`src/rtl/cpu_pkg.sv`:
```
// Shared definitions for the accumulator CPU control path: sequencer state
// encodings and default sizing constants.
package cpu_pkg;

    localparam int MEM_WAIT_MAX = 7;
    localparam int CNT_W        = 16;

    typedef enum logic [2:0] {
        S_IDLE   = 3'd0,
        S_FETCH  = 3'd1,
        S_DECODE = 3'd2,
        S_EXEC   = 3'd3,
        S_MEM    = 3'd4,
        S_WB     = 3'd5,
        S_HALT   = 3'd6
    } seq_state_t;

endpackage

```
`src/rtl/exec_sequencer_if.sv`:
```
// Decoder/memory/datapath signal bundle around the execution sequencer.
// master = decoder + memory + datapath side, slave = the sequencer.
interface exec_sequencer_if #(
    parameter int CNT_W = cpu_pkg::CNT_W
);
    logic             run;
    logic             step;
    logic             dec_reg_ce;
    logic             dec_aku_en;
    logic             dec_mem_rd;
    logic             dec_mem_wr;
    logic             dec_pc_load;
    logic             dec_halt;
    logic             mem_ready;

    logic             ir_load;
    logic             pc_inc;
    logic             pc_load;
    logic             reg_ce;
    logic             aku_en;
    logic             mem_rd;
    logic             mem_wr;
    logic [2:0]       state;
    logic             halted;
    logic             busy;
    logic             mem_timeout;
    logic [CNT_W-1:0] instr_count;

    modport master (
        output run, step, dec_reg_ce, dec_aku_en, dec_mem_rd, dec_mem_wr,
               dec_pc_load, dec_halt, mem_ready,
        input  ir_load, pc_inc, pc_load, reg_ce, aku_en, mem_rd, mem_wr,
               state, halted, busy, mem_timeout, instr_count
    );

    modport slave (
        input  run, step, dec_reg_ce, dec_aku_en, dec_mem_rd, dec_mem_wr,
               dec_pc_load, dec_halt, mem_ready,
        output ir_load, pc_inc, pc_load, reg_ce, aku_en, mem_rd, mem_wr,
               state, halted, busy, mem_timeout, instr_count
    );

endinterface

```
`src/rtl/mem_wait_timer.sv`:
```
// Counts consecutive not-ready memory cycles; limit_hit flags the last
// cycle the sequencer is allowed to keep waiting.
module mem_wait_timer #(
    parameter int LIMIT = cpu_pkg::MEM_WAIT_MAX
) (
    input  logic clk,
    input  logic clr,
    input  logic cnt_clr,
    input  logic cnt_en,
    output logic limit_hit
);

    localparam int W = (LIMIT < 1) ? 1 : $clog2(LIMIT + 1);

    logic [W-1:0] cnt;

    // Saturates at the limit so a stalled count can never wrap back to zero.
    always_ff @(posedge clk or negedge clr) begin
        if (!clr)                        cnt <= '0;
        else if (cnt_clr)                cnt <= '0;
        else if (cnt_en && !limit_hit)   cnt <= cnt + 1'b1;
    end

    assign limit_hit = (cnt == W'(LIMIT));

endmodule

```
`src/rtl/exec_sequencer.sv`:
```
// Multi-cycle FETCH/DECODE/MEM/EXEC/WB sequencer: gates decoder enable
// requests into their own phase, handles memory wait/timeout and halt.
module exec_sequencer
    import cpu_pkg::*;
#(
    parameter int MEM_WAIT_MAX = cpu_pkg::MEM_WAIT_MAX,
    parameter int CNT_W        = cpu_pkg::CNT_W
) (
    input logic             clk,
    input logic             clr,
    exec_sequencer_if.slave bus
);

    seq_state_t       state_q, state_d;
    logic             in_mem;
    logic             limit_hit;
    logic             mem_timeout_q;
    logic [CNT_W-1:0] count_q;

    assign in_mem = (state_q == S_MEM);

    mem_wait_timer #(.LIMIT(MEM_WAIT_MAX)) u_wait (
        .clk       (clk),
        .clr       (clr),
        .cnt_clr   (!in_mem),
        .cnt_en    (in_mem && !bus.mem_ready),
        .limit_hit (limit_hit)
    );

    always_ff @(posedge clk or negedge clr) begin
        if (!clr) state_q <= S_IDLE;
        else      state_q <= state_d;
    end

    always_comb begin
        state_d = state_q;
        case (state_q)
            S_IDLE:   if (bus.run || bus.step) state_d = S_FETCH;
            S_FETCH:  state_d = S_DECODE;
            S_DECODE: begin
                if (bus.dec_halt)                          state_d = S_HALT;
                else if (bus.dec_mem_rd || bus.dec_mem_wr) state_d = S_MEM;
                else                                       state_d = S_EXEC;
            end
            // A ready response in the limit cycle still completes the access.
            S_MEM: begin
                if (bus.mem_ready)  state_d = bus.dec_mem_rd ? S_EXEC : S_WB;
                else if (limit_hit) state_d = S_HALT;
            end
            S_EXEC:   state_d = S_WB;
            S_WB:     state_d = bus.run ? S_FETCH : S_IDLE;
            S_HALT:   state_d = S_HALT;
            default:  state_d = S_HALT;
        endcase
    end

    always_comb begin
        bus.ir_load = 1'b0;
        bus.pc_inc  = 1'b0;
        bus.pc_load = 1'b0;
        bus.reg_ce  = 1'b0;
        bus.aku_en  = 1'b0;
        bus.mem_rd  = 1'b0;
        bus.mem_wr  = 1'b0;
        case (state_q)
            S_FETCH: bus.ir_load = 1'b1;
            S_MEM: begin
                bus.mem_rd = bus.dec_mem_rd;
                bus.mem_wr = bus.dec_mem_wr && !bus.dec_mem_rd;
            end
            S_EXEC:  bus.aku_en = bus.dec_aku_en;
            S_WB: begin
                bus.reg_ce  = bus.dec_reg_ce;
                bus.pc_load = bus.dec_pc_load;
                bus.pc_inc  = !bus.dec_pc_load;
            end
            default: ;
        endcase
    end

    always_ff @(posedge clk or negedge clr) begin
        if (!clr) begin
            mem_timeout_q <= 1'b0;
            count_q       <= '0;
        end else begin
            if (in_mem && !bus.mem_ready && limit_hit) mem_timeout_q <= 1'b1;
            if (state_q == S_WB)                       count_q <= count_q + 1'b1;
        end
    end

    assign bus.state       = state_q;
    assign bus.halted      = (state_q == S_HALT);
    assign bus.busy        = (state_q != S_IDLE) && (state_q != S_HALT);
    assign bus.mem_timeout = mem_timeout_q;
    assign bus.instr_count = count_q;

endmodule

```
`src/flat_wrapper.sv`:
```
// flat-port wrapper written by rule: the top's interface ports become plain ports
module exec_sequencer_flat import cpu_pkg::*;
#(
    parameter int MEM_WAIT_MAX = cpu_pkg::MEM_WAIT_MAX,
    parameter int CNT_W        = cpu_pkg::CNT_W
)
  (clk, clr, bus_run, bus_step, bus_dec_reg_ce, bus_dec_aku_en, bus_dec_mem_rd, bus_dec_mem_wr, bus_dec_pc_load, bus_dec_halt, bus_mem_ready, bus_ir_load, bus_pc_inc, bus_pc_load, bus_reg_ce, bus_aku_en, bus_mem_rd, bus_mem_wr, bus_state, bus_halted, bus_busy, bus_mem_timeout, bus_instr_count);
  exec_sequencer_if #(.CNT_W(CNT_W)) bus_i ();
  input logic clk;
  input logic clr;
  input wire logic [$bits(bus_i.run)-1:0] bus_run;
  input wire logic [$bits(bus_i.step)-1:0] bus_step;
  input wire logic [$bits(bus_i.dec_reg_ce)-1:0] bus_dec_reg_ce;
  input wire logic [$bits(bus_i.dec_aku_en)-1:0] bus_dec_aku_en;
  input wire logic [$bits(bus_i.dec_mem_rd)-1:0] bus_dec_mem_rd;
  input wire logic [$bits(bus_i.dec_mem_wr)-1:0] bus_dec_mem_wr;
  input wire logic [$bits(bus_i.dec_pc_load)-1:0] bus_dec_pc_load;
  input wire logic [$bits(bus_i.dec_halt)-1:0] bus_dec_halt;
  input wire logic [$bits(bus_i.mem_ready)-1:0] bus_mem_ready;
  output wire logic [$bits(bus_i.ir_load)-1:0] bus_ir_load;
  output wire logic [$bits(bus_i.pc_inc)-1:0] bus_pc_inc;
  output wire logic [$bits(bus_i.pc_load)-1:0] bus_pc_load;
  output wire logic [$bits(bus_i.reg_ce)-1:0] bus_reg_ce;
  output wire logic [$bits(bus_i.aku_en)-1:0] bus_aku_en;
  output wire logic [$bits(bus_i.mem_rd)-1:0] bus_mem_rd;
  output wire logic [$bits(bus_i.mem_wr)-1:0] bus_mem_wr;
  output wire logic [$bits(bus_i.state)-1:0] bus_state;
  output wire logic [$bits(bus_i.halted)-1:0] bus_halted;
  output wire logic [$bits(bus_i.busy)-1:0] bus_busy;
  output wire logic [$bits(bus_i.mem_timeout)-1:0] bus_mem_timeout;
  output wire logic [$bits(bus_i.instr_count)-1:0] bus_instr_count;
  assign bus_i.run = bus_run;
  assign bus_i.step = bus_step;
  assign bus_i.dec_reg_ce = bus_dec_reg_ce;
  assign bus_i.dec_aku_en = bus_dec_aku_en;
  assign bus_i.dec_mem_rd = bus_dec_mem_rd;
  assign bus_i.dec_mem_wr = bus_dec_mem_wr;
  assign bus_i.dec_pc_load = bus_dec_pc_load;
  assign bus_i.dec_halt = bus_dec_halt;
  assign bus_i.mem_ready = bus_mem_ready;
  assign bus_ir_load = bus_i.ir_load;
  assign bus_pc_inc = bus_i.pc_inc;
  assign bus_pc_load = bus_i.pc_load;
  assign bus_reg_ce = bus_i.reg_ce;
  assign bus_aku_en = bus_i.aku_en;
  assign bus_mem_rd = bus_i.mem_rd;
  assign bus_mem_wr = bus_i.mem_wr;
  assign bus_state = bus_i.state;
  assign bus_halted = bus_i.halted;
  assign bus_busy = bus_i.busy;
  assign bus_mem_timeout = bus_i.mem_timeout;
  assign bus_instr_count = bus_i.instr_count;
  exec_sequencer #(.MEM_WAIT_MAX(MEM_WAIT_MAX), .CNT_W(CNT_W)) u_core (.clk(clk), .clr(clr), .bus(bus_i));
endmodule
```
`config.mk`:
```
export PLATFORM = sky130hd
export DESIGN_NAME = exec_sequencer_flat
export DESIGN_NICKNAME = d
export VERILOG_FILES = /design/src/rtl/cpu_pkg.sv /design/src/rtl/exec_sequencer_if.sv /design/src/rtl/mem_wait_timer.sv /design/src/rtl/exec_sequencer.sv /design/src/flat_wrapper.sv
export SDC_FILE = /design/constraint.sdc
export NUM_CORES = 1
export LEC_CHECK = 0
export BUFFER_PORTS_ARGS = -buffer_cell sky130_fd_sc_hd__buf_2
export CAP_MARGIN = 20
export CORE_ASPECT_RATIO = 0.75
export CORE_MARGIN = 4
export CORE_UTILIZATION = 49
export CTS_CLUSTER_SIZE = 28
export DETAILED_ROUTE_END_ITERATION = 8
export GPL_TIMING_DRIVEN = 0
export PLACE_DENSITY_LB_ADDON = 0.12
export SYNTH_ARGS = -nofsm -noshare
export SYNTH_HDL_FRONTEND = slang
export SYNTH_SLANG_ARGS = --single-unit
export TNS_END_PERCENT = 1
```
`constraint.sdc`:
```
create_clock -name clk -period 1.9 [get_ports clk]
set_input_delay 0.19 -clock clk [delete_from_list [all_inputs] [get_ports clk]]
set_output_delay 0.19 -clock clk [all_outputs]
set_load 0.01 [all_outputs]
```
[Word level (Yosys, flattened, before mapping)]
Cells that the tools add are included.
Storage, ports and cells
  input port bits: 11
  register bits after elaboration: 23
  logic and storage cells: 48
  output and inout port bits: 29
Operators by class
  $add $sub $neg: 2
  equal/unequal tests: 11
  multiplexer cells: 17
  reductions and logical operators: 14
Operator list (number)
  two-way mux 3 bit: 8
  one-hot mux 3 bit (6 select lines): 1
  adder 16 x 1 -> 16 bit (second input constant): 1
  equality test 3 bit (second input constant): 4
  two-way mux 1 bit: 8
  equality test 3 x 2 -> 1 bit (second input constant): 2
  != test 3 bit (second input constant): 2
  logical AND 1 bit: 5
  logical NOT 1 bit: 4
  adder 3 x 1 -> 3 bit (second input constant): 1
  equality test 3 x 1 -> 1 bit (second input constant): 1
  logical NOT 3 bit: 1
  nonzero test 3 bit: 1
  logical OR 1 bit: 2
  != test 2 x 1 -> 1 bit (second input constant): 1
  != test 2 bit (second input constant): 1
  AND reduction 2 bit: 1

[Depth between registers and ports, before layout]
  depth after elaboration: 5
  depth in mapped cells: 6
  depth with buffers taken out: 5

[Cells and area by module]
Synthesis repeated with hierarchy kept, for this count alone.
Second synthesis, totals
  cell total of the unflattened synthesis: 112
  area total of the unflattened synthesis: 1214.9 sq um
Modules (own cells, without submodules)
  exec_sequencer: seq. area each 500.5 sq um, instances 1, cells an instance 97, area each 1031.0 sq um
  mem_wait_timer: seq. area each 75.1 sq um, instances 1, cells an instance 15, area each 183.9 sq um

[Least setup slack after synthesis]
OpenSTA, ideal clock, no wires.
  path type: register to output
  start: register u_core.state_q[0] (netlist: u_core.bus.state[0])
  end: output bus_mem_wr
  required time: 1.710 ns
  arrival time: 1.297 ns
  buffers on the path: 1
  cell stages (with the launch flop): 5
  setup slack: 0.413 ns
  path through: dfrtp_1 -> buf_4 -> nand2b_1 -> nand2b_1 -> nor3b_1
Between the ends
  cells in the longest elaborated chain, start to end: 2
RTL lines
  start, declared: line exec_sequencer.sv:14  | seq_state_t state_q, state_d;
  start signal, assigned: line exec_sequencer.sv:32  | else state_q <= state_d;
  equality test 3 bit: line exec_sequencer.sv:65  | case (state_q)
  two-way mux 1 bit: line exec_sequencer.sv:65
  end, declared: line flat_wrapper.sv:26  | output wire logic [$bits(bus_i.mem_wr)-1:0] bus_mem_wr;
No other way between the ends.

[Worst setup path after layout]
Ends and elaborated chain as after synthesis.

==> metrics.yaml <==
global_routing:
  antenna_found_initial: 0
  grt_max_degree: 24
  overflow: 0
  grt_pass1_vias: 938
  grt_pass1_wl_mm: 4.14
  grtUsageTotal_pct: 16.3
synthesis:
  syn_area_um2: 1200
  synth-seq-cells: 23
  syn_inst: 114
  mappedNetlistNets: 128
  avgSynthCellArea_um2: 10.5
  synth.distinct_cells: 33
  yosysWarnings: 0
  synth-seq-area-share_pct: 47.9
placement:
  gp_congestion: 0.754
  io_buffers: 39
  hpwl_mm: 1.88
  dp_slack_ns: 0.357
sta:
  finalCritPeriodShare_pct: 93.0
  hold_viol: 0
  finalSetupViolCount: 0
  skew_ns: 0.0122
  drv_slew: 0
  slew_headroom_pct: 67.3
  finalHoldWorstSlack_ns: 0.219
  tightest_slew_ns: 0.490
  setup_ws_ns: 0.132
  fin_crit_ns: 1.77
  fmax_mhz: 566
clock_network:
  cts_max_level: 1
  cts_sinks: 23
  cts_made_buffers: 3
  path_clk_slew_ns: 0.13
  root_buffer: "clkbuf_4"
  cts_tree: "built"
  clockBufferDepth: 2
  worstSkewPairLatency_ns: 0.32
  post_cts_buffers: 0
critical_path:
  cp_max_fo: 10
  cp_data_arrival_time_ns: 1.58
  setup.worst_path.start_class: "register"
  crit_path_cell_trace: "buf_4 > nand2b_4 > nand2b_4 > nor3b_2 > buf_2"
  path_class: "reg -> out"
  cp.required_ns: 1.71
  worst_setup_path_end_kind: "output port"
  cp_slowest_cell: "dfrtp_1"
  crit_top_cell: "nand2b_4"
  cp_slowest_stage_delay_ns: 0.41
cells_and_area:
  fin_util_pct: 64.8
  area_growth_pct: 24.6
  antenna_cells: 0
  drive_above_1_share_pct: 36.1
  layout_commonest_cell: "buf_2"
  final_cell_mix: "39 x buf_2, 23 x dfrtp_1, 14 x xnor2_1"
  nNetsFinal: 173
floorplan:
  io-pin-count: 40
  die_w_um: 65.2
  rows: 15
  die_area_um2: 3320
  initial_core_util_pct: 52.0
  design.core.area_um2: 2310
  die_h_um: 50.9
route:
  num_vias: 963
  drcViolationCount: 0
  wl_mm: 2.49
  viasPerCell: 5.02
  dr.pass1.iters: 4
  wl_per_cell_um: 13.0
  antenna_left: 0
  drt_iter0_markers: 31
run:
  cap_violations: 0
worst_hold_path:
  hold_class: "in -> reg"
power_and_ir_drop:
  power_density_nw_per_um2: 502
  leakage_uw: 0.000827
  ir_drop_mv: 0.482
run_status:
  status: "completed"
[cells in the mapped netlist, drive strengths merged]
| library cell | count | area share [%] |
|---|---|---|
| a21boi | 1 | 0.63 |
| a21o | 1 | 0.63 |
| a21oi | 4 | 1.7 |
| and2 | 3 | 1.6 |
| and3 | 3 | 1.6 |
| and3b | 1 | 0.83 |
| and4 | 1 | 0.83 |
| buf | 4 | 2.8 |
| dfrtp | 23 | 48 |
| ha | 3 | 3.1 |
| inv | 3 | 0.94 |
| nand2 | 10 | 3.1 |
| nand2b | 3 | 1.6 |
| nand3 | 8 | 3.3 |
| nand3b | 1 | 1.7 |
| nand4 | 2 | 2.3 |
| nor2 | 10 | 3.1 |
| nor2b | 1 | 0.52 |
| nor3 | 1 | 0.42 |
| nor3b | 1 | 0.63 |
| nor4 | 2 | 2.3 |
| o211ai | 1 | 0.63 |
| o21ai | 5 | 2.1 |
| o21ba | 1 | 0.83 |
| o221ai | 1 | 0.73 |
| o31ai | 1 | 0.63 |
| o32ai | 1 | 0.73 |
| or2 | 1 | 0.52 |
| xnor2 | 14 | 10 |
| xor2 | 3 | 2.2 |
[cell type report]
type / instances / area [um2]
tap: 34 / 42.5
inverter: 3 / 11.3
fill: 184 / 812
sequential: 23 / 576
clock inverter: 1 / 5.00
clock buffer: 3 / 22.5
buffer: 4 / 33.8
timing repair buffer: 40 / 205
multi-input combinational: 84 / 601
[logic make-up after synthesis]
logic type	count (synthesis)	synth area share, %
DFF	23	47.9
adders and majority gates	3	3.13
and+or+nand+nor	48	24.3
xor gates and xnor gates	17	12.4
AOI/OAI and AO/OA	16	8.54
buffers and inverters	7	3.75
[power by group]
group / leakage [uW] / internal, uW / switching (uW)
sequential: 0.000311 / 490 / 0.298
combinational: 0.000499 / 13.7 / 20.3
clock: 0.0000177 / 78.8 / 148
[layer usage]
layer / part of all wire [%] / GRT usage, %
met5: 0 / 0
met1: 47 / 20.7
met2: 46 / 26.9
met3: 6.1 / 5.93
met4: 0.48 / 3.45
[path summary, 6_finish.rpt]
path / from / end / slack [ns] / depth (start not counted)
max in group asynchronous: clr / u_core.bus.instr_count[8] / 1.21 / 2
min in group asynchronous: clr / u_core.bus.instr_count[15] / 0.34 / 2
max: u_core.bus.state[0] / bus_mem_wr / 0.13 / 5
min reg2reg: u_core.bus.mem_timeout / u_core.bus.mem_timeout / 0.47 / 1
max reg2reg: u_core.bus.state[1] / u_core.bus.instr_count[11] / 0.37 / 5
min: bus_dec_halt / u_core.bus.state[2] / 0.22 / 3
[registers in the layout (all words and copies together) (netlist names)]
name	cells
u_core.bus.state	3
u_core.bus.instr_count	16
u_core.u_wait.cnt	3
u_core.bus.mem_timeout	1
[critical path: cells and delay by family (launching register included)]
| family | cells | cell delay [ns] |
|---|---|---|
| buf+inv | 2 | 0.33 |
| flops | 1 | 0.41 |
| simple gates | 3 | 0.51 |
[repair_timing]
item                                    CTS  global route
endpoints found under the setup margin    0             1
hold buffers                              1             0
resized for setup                         0             4
endpoints found under the hold margin    23             0
[through the flow]
step           power [uW]  area [um2]  TNS (ns)  cells
6_report              751        1500         0    192
5_1_grt               793        1500   -0.0215    192
4_1_cts               761        1480         0    192
3_5_place_dp          532        1440         0    187
3_3_place_gp          531        1440         0    187
2_1_floorplan         507        1200         0    114
No activity file was read; power rests on OpenSTA's default activity.
